==> src/rtl/div.sv <==
// Radix-2 restoring 32-bit divider for DIV/DIVU: one quotient bit per cycle, fixed 34-cycle latency.
// Returns {remainder, quotient} in the same {HI, LO} layout as the multiplier.
module div (
   input  logic        clk,
   input  logic        rst,
   input  logic        flush,
   input  logic        signed_div_i,
   input  logic [31:0] opdata1_i,
   input  logic [31:0] opdata2_i,
   input  logic        start_i,
   output logic [63:0] result_o,
   output logic        ready_o
);

   typedef enum logic [1:0] {
      IDLE,
      CALC,
      DONE
   } state_t;

   state_t      state;
   state_t      next_state;
   logic        accept;
   logic        last;

   logic [4:0]  cnt;
   logic [31:0] dividend;
   logic [31:0] divisor;
   logic [31:0] op1_orig;
   logic [32:0] rem;
   logic        sign_q;
   logic        sign_r;
   logic        div0;

   logic [31:0] abs1;
   logic [31:0] abs2;
   logic [33:0] shifted;
   logic [32:0] trial;
   logic        qbit;
   logic [32:0] rem_next;
   logic [31:0] quo_next;
   logic [31:0] q_final;
   logic [31:0] r_final;

   // NOTE: sequential state uses non-blocking (<=) so every register samples pre-edge values.
   always_ff @(posedge clk) begin
      if (rst || flush)
         state <= IDLE;
      else
         state <= next_state;
   end

   // NOTE: every output of this block gets a default first, so no path can infer a latch.
   always_comb begin
      next_state = state;
      accept     = 1'b0;
      last       = 1'b0;
      case (state)
         IDLE: begin
            if (start_i) begin
               accept     = 1'b1;
               next_state = CALC;
            end
         end
         CALC: begin
            if (cnt == 5'd31) begin
               last       = 1'b1;
               next_state = DONE;
            end
         end
         DONE:    next_state = IDLE;
         default: next_state = IDLE;
      endcase
   end

   // Magnitudes of the operands; DIVU passes them through untouched.
   always_comb begin
      abs1 = (signed_div_i && opdata1_i[31]) ? (32'd0 - opdata1_i) : opdata1_i;
      abs2 = (signed_div_i && opdata2_i[31]) ? (32'd0 - opdata2_i) : opdata2_i;
   end

   // One restoring step: shift {rem, dividend} left, subtract divisor if it fits.
   always_comb begin
      shifted  = {rem, dividend[31]};
      qbit     = (shifted >= {2'b00, divisor});
      trial    = shifted[32:0] - {1'b0, divisor};
      rem_next = qbit ? trial : shifted[32:0];
      quo_next = {dividend[30:0], qbit};
   end

   // Final sign fix-up and divide-by-zero override, applied on the last step.
   always_comb begin
      q_final = sign_q ? (32'd0 - quo_next) : quo_next;
      r_final = sign_r ? (32'd0 - rem_next[31:0]) : rem_next[31:0];
      if (div0) begin
         q_final = 32'hFFFF_FFFF;
         r_final = op1_orig;
      end
   end

   always_ff @(posedge clk) begin
      if (rst || flush) begin
         cnt      <= 5'd0;
         dividend <= 32'd0;
         divisor  <= 32'd0;
         op1_orig <= 32'd0;
         rem      <= 33'd0;
         sign_q   <= 1'b0;
         sign_r   <= 1'b0;
         div0     <= 1'b0;
         result_o <= 64'd0;
         ready_o  <= 1'b0;
      end else begin
         ready_o <= last;
         if (accept) begin
            dividend <= abs1;
            divisor  <= abs2;
            op1_orig <= opdata1_i;
            sign_q   <= signed_div_i & (opdata1_i[31] ^ opdata2_i[31]);
            sign_r   <= signed_div_i & opdata1_i[31];
            div0     <= (opdata2_i == 32'd0);
            rem      <= 33'd0;
            cnt      <= 5'd0;
         end else if (state == CALC) begin
            rem      <= rem_next;
            dividend <= quo_next;
            cnt      <= cnt + 5'd1;
            if (last)
               result_o <= {r_final, q_final};
         end
      end
   end

endmodule

==> config.mk <==
export PLATFORM = sky130hd
export DESIGN_NAME = div
export DESIGN_NICKNAME = d
export VERILOG_FILES = /design/src/rtl/div.sv
export SDC_FILE = /design/constraint.sdc
export NUM_CORES = 1
export LEC_CHECK = 0
export CORE_AREA = 2 2 173 175
export CTS_BUF_LIST = sky130_fd_sc_hd__clkbuf_2 sky130_fd_sc_hd__clkbuf_4 sky130_fd_sc_hd__clkbuf_8
export DETAILED_ROUTE_END_ITERATION = 10
export DIE_AREA = 0 0 175 177
export PLACE_DENSITY = 0.67
export REMOVE_ABC_BUFFERS = 1
export SETUP_SLACK_MARGIN = 0.05
export SYNTH_ARGS = -nofsm -noshare
export SYNTH_HDL_FRONTEND = slang
export SYNTH_SLANG_ARGS = --single-unit
==> constraint.sdc <==
create_clock -name clk -period 6.2 [get_ports clk]
set_input_delay 1.55 -clock clk [delete_from_list [all_inputs] [get_ports clk]]
set_output_delay 1.55 -clock clk [all_outputs]
set_load 0.01 [all_outputs]
## After elaboration in Yosys (flattened, before gate mapping)

Cells that the tools add are included.

| operators by class | value |
|---|---|
| add/sub/neg operators | 6 |
| magnitude comparators | 1 |
| equality and inequality tests | 4 |
| mux-type cells | 16 |
| bitwise logic cells | 4 |
| reductions and logical operators | 9 |

Operators with widths:

| operator | number |
|---|---|
| 32-bit 2-to-1 mux | 8 |
| 1-bit by 32-bit subtractor with 32-bit output (first input constant) | 4 |
| 34-bit by 32-bit greater-or-equal comparator with 1-bit output | 1 |
| 33-bit 2-to-1 mux | 1 |
| 33-bit by 32-bit subtractor with 33-bit output | 1 |
| 32-bit logical NOT | 1 |
| 5-bit by 1-bit adder with 5-bit output (second input constant) | 1 |
| 5-bit == test (second input constant) | 1 |
| 1-bit 2-to-1 mux | 4 |
| 2-bit 2-to-1 mux | 2 |
| 2-bit inequality test (second input constant) | 2 |
| 2-bit one-hot mux with 2 select lines | 1 |
| 3-bit AND reduction | 1 |
| 1-bit bitwise AND | 2 |
| 2-bit by 1-bit == test with 1-bit output (second input constant) | 1 |
| 1-bit logical AND | 2 |
| 2-bit logical NOT | 1 |
| 2-bit AND reduction | 1 |
| 2-bit nonzero test | 1 |
| 2-bit OR reduction | 1 |
| 1-bit logical OR | 1 |
| 1-bit inverter | 1 |
| 1-bit XOR | 1 |

| storage, ports and cells | value |
|---|---|
| register bits after elaboration | 204 |
| input bits | 69 |
| output and inout port bits | 65 |

## Logic depth before layout (Yosys ltp)

| depth | value |
|---|---|
| depth in word-level cells | 5 |
| gate-level depth with buffers | 25 |

## Least setup slack after synthesis

No wires, ideal clock.

| path | value |
|---|---|
| kind | register to register |
| start | register dividend[31] |
| end | register result_o[56] |
| arrival | 4,568 ps |
| required time | 6,126 ps |
| slack | 1,557 ps |
| stages on the path, launching flop included | 25 |
| period minus slack after synthesis | 4,643 ps |
| path through | dfxtp_1 > inv_1 > ha_1 > inv_1 > fa_1 > a21oi_1 > o22ai_2 > a31oi_4 > o32a_4 > nand3_2 > buf_2 > buf_2 > buf_2 > buf_2 > o21ai_0 > ha_1 > nor3b_1 > nand2_1 > nor4_1 > a31oi_1 > nor3_1 > a41oi_1 > xnor2_1 > nand2_1 > a31oi_1 |

| on the way | value |
|---|---|
| cells in the longest elaborated chain, start to end | 5 |
| elaborated cells between the ends (all ways) | 6 |
| those cells by class | add/sub: 2; order compare: 1; mux: 3 |

RTL lines:

| what | line | source |
|---|---|---|
| from (decl) | 27 | `logic [31:0] dividend;` |
| from (signal assigned) | 116 | `dividend <= abs1;` |
| from (signal assigned) | 126 | `dividend <= quo_next;` |
| 33-bit by 32-bit subtractor with 33-bit output / 34-bit by 32-bit greater-or-equal comparator with 1-bit output (equally long branches) | 86, 85 |  |
| 33-bit 2-to-1 mux (*) | 87 | `rem_next = qbit ? trial : shifted[32:0];` |
| 1-bit by 32-bit subtractor with 32-bit output | 94 | `r_final = sign_r ? (32'd0 - rem_next[31:0]) : rem_next[31:0];` |
| 32-bit 2-to-1 mux (*) | 94 |  |
| 32-bit 2-to-1 mux (*) | 95 | `if (div0) begin` |
| to (signal assigned) | 129 | `result_o <= {r_final, q_final};` |
| to (decl) | 11 | `output logic [63:0] result_o,` |

Every way passes the cells marked *; elsewhere a longest branch is shown, timed or not.
A chain may end at the register's enable or synchronous reset.

## Worst setup path after layout

| path | value |
|---|---|
| start | register dividend[31] |
| end | register result_o[62] |

Same word-level chain as after synthesis.

==> flow_summary.yaml <==
status:
  status: "finished clean"
timing:
  setup_viol: 0
  finalHoldViolations: 0
  period_share_pct: 80.86
  drv_slew: 0
  fin_crit_ns: 5.013
  rsz0062_at_grt: "no"
  relSlewSlack_pct: 22.62
  fmax_mhz: 199.5
  worstMarginPinSlew_ns: 1.158
  finalClockSkew_ns: 0.03806
  fin_setup_tns_ns: 0
worst_setup_path:
  criticalPathCategory: "reg -> reg"
  start_kind: "flop"
  cp-end-kind: "flop"
  worst-endpoint-required_ns: 6.58
  crit_path_max_fanout: 6
  crit_arrival_ns: 5.39
route:
  routedWlPerCell_um: 19.29
  drtIter0Drc: 1166
  drtPass1Iterations: 5
  ant_nets: 0
  vias: 13100
  drc: 0
  drt-vias-per-instance: 5.925
  drt-total-wl_um: 42650
job:
  maxCapViolCount: 0
grt:
  grt_max_degree: 92
  busiest_layer: "met2"
  use_met1_pct: 37.22
  grt_usage_pct: 27.10
  grt_pass1_wl_um: 67120
  gr-total-overflow: 0
  antenna_found_initial: 0
  grt_pass1_vias: 12040
  met2_usage_pct: 42.87
  gr-usage-met3_pct: 5.241
synthesis:
  syn_inst: 1717
  syn_area_per_cell_um2: 7.545
  synth.area.top_cells: "dfxtp_1 32%, a21oi_1 6.4%, nand2_1 6.2%, nor2_1 5.6%, xor2_1 4.4%"
  synthArstFlopShare_pct: 0
  synth-edff-count: 0
  netlist_area_um2: 12950
  synth.yosys.seq_area_share_pct: 31.52
  synth_area_leader_cell: "dfxtp_1"
  netlist-cell-type-count: 92
  synth-seq-cells: 204
  ys_warn_count: 0
  synth_ff_type: "dfxtp_1"
  synth_top_area_share_pct: 31.52
place:
  port_buffers: 133
  gp_congestion: 0.9152
  dpl.hpwl_um: 31150
pwr:
  combPwrFrac_pct: 25.4
  switching_share_pct: 33.10
  intPower_mw: 2.595
  p_leak_nw: 5.710
  power.switching_mw: 1.284
  clockPowerShare_pct: 39.2
  pwr_density_cell_nw_per_um2: 252.6
  irDropWorstVdd_mv: 0.1286
  seqPwrFrac_pct: 35.4
  p_total_mw: 3.879
clock_network:
  cts_root_buffer: "clkbuf_8"
  cts_hold_buf: 0
  path_clk_slew_ns: 0.07
  cts.sinks: 204
  cts_resized: 0
  numCtsBuffers: 38
  h-tree-depth: 2
  clk_latency_ns: 0.56
  cts_tree: "yes"
  cts_setup_buffers: 0
  cts.path.max_buffers: 3
finish:
  nFillCells: 2842
  fin_nets: 1898
  layout_commonest_cell: "nand2_1"
  final_cell_mix: "213 x nand2_1, 204 x dfxtp_1, 190 x nor2_1"
  layout-drive-gt1-share_pct: 7.418
  syn_to_final_growth_pct: 18.55
floorplan:
  die_area_um2: 30980
  io_pins: 134
  rows: 63
  die_x_um: 175
  fp.dieH_um: 177
  start_util_pct: 44.30
  coreArea_um2: 29240
worst_hold_path:
  hold_path.class: "reg -> reg"
## worst max-delay path, cell delays in order (launching register included)
cell      delay [ns]
dfxtp_1         0.36
inv_1           0.07
ha_1            0.15
inv_1           0.05
fa_1            0.39
a21oi_1         0.26
o22ai_2         0.20
a31oi_4         0.32
o32a_4          0.25
nand3_2         0.15
o21ai_0         0.36
ha_1            0.25
nor3b_1         0.47
nand2_1         0.12
nor4_1          0.21
a31oi_1         0.13
nor3_1          0.47
nand4_1         0.15
nor2_1          0.14
mux2i_1         0.25
a221oi_2        0.08
## path summary, 6_finish.rpt
| check | start | end | slack, ns | cells after the start |
|---|---|---|---|---|
| worst max register to register | dividend[31] | result_o[62] | 1.19 | 20 |
| worst max-delay path | dividend[31] | result_o[62] | 1.19 | 20 |
| worst min-delay path | op1_orig[23] | op1_orig[23] | 0.45 | 2 |
| worst min register to register | op1_orig[23] | op1_orig[23] | 0.45 | 2 |
## cells by family after synthesis
family | after synthesis | share of synthesized area (%)
AND/OR/NAND/NOR | 625 | 22.32
AO/OA/AOI/OAI | 541 | 27.80
flip-flops | 204 | 31.52
buffers and inverters | 175 | 5.331
XOR/XNOR | 113 | 7.640
adder cells (fa/ha/maj) | 39 | 3.825
multiplexers | 20 | 1.565
## power groups by stage
stage / Clock [mW] / Combinational [mW] / Sequential, mW
2_1_floorplan: 0 / 0.658 / 1.39
3_3_place_gp: 0 / 0.966 / 1.40
3_5_place_dp: 0 / 0.969 / 1.40
4_1_cts: 1.54 / 0.973 / 1.37
5_1_grt: 1.60 / 1.08 / 1.38
6_report: 1.52 / 0.987 / 1.37
## flip-flops by register name (all words and copies together), names as in the netlist, 2 cells and up
name and flops:
op1_orig 32, cnt 5, dividend 32, state 2, rem 33, result_o 64, divisor 32
## stage by stage
stage / std cells / util, % / hold slack (ns) / cell area (µm²) / setup WS, ns
floorplan: 1600 / - / 0.4312 / 12480 / 0.4648
detailed placement: 2140 / 49.45 / 0.4445 / 14460 / 1.177
global route: 2210 / 52.51 / 0.4657 / 15360 / 0.7141
CTS: 2210 / 52.51 / 0.4528 / 15360 / 1.154
finish: 2211 / 52.52 / 0.4535 / 15360 / 1.187
global placement: 2140 / 49.45 / 0.4416 / 14460 / 1.394
## cell type report
cell class / count / area, µm² / area share [%]
antenna: 1 / 2.502 / 0.01629
sequential: 204 / 4084 / 26.59
clock buffer: 62 / 797.0 / 5.189
multi-input combinational: 1338 / 8212 / 53.47
clock inverter: 8 / 98.84 / 0.6436
tap: 390 / 488.0 / 3.177
inverter: 58 / 217.7 / 1.418
timing repair buffer: 150 / 1459 / 9.499
## synthesized netlist by cell type, types with 4 or more instances
master	count
nand2_1	215
dfxtp_1	204
nor2_1	192
a21oi_1	165
o21ai_0	97
clkbuf_1	86
xor2_1	65
inv_1	57
a211oi_1	53
xnor2_1	48
nor3_1	44
ha_1	38
a311oi_1	29
nand3_1	25
o31ai_1	25
a31oi_1	24
and3_1	21
or3_1	21
nor4_1	19
and2_1	18
mux2i_1	18
buf_1	17
a21o_1	14
nand4_1	13
o221a_2	13
o41ai_1	13
or4_1	12
o211ai_1	11
o21ai_1	11
buf_2	9
nand2b_1	9
and4_1	8
o21bai_1	7
nor2b_1	6
o21a_1	6
o22ai_1	6
a41oi_1	5
buf_4	4
nand3b_1	4
nor3b_1	4
o211a_1	4
## layer usage
metal | part of all wire [%] | wire [µm] | vias to the layer above
met5 | 0 | 0 | -
met4 | 2.8 | 1202 | 0
met3 | 7.2 | 3087 | 76
met2 | 44 | 18910 | 463
met1 | 46 | 19450 | 6174
li1 | - | - | 6388
No activity file was read; power rests on OpenSTA's default activity.
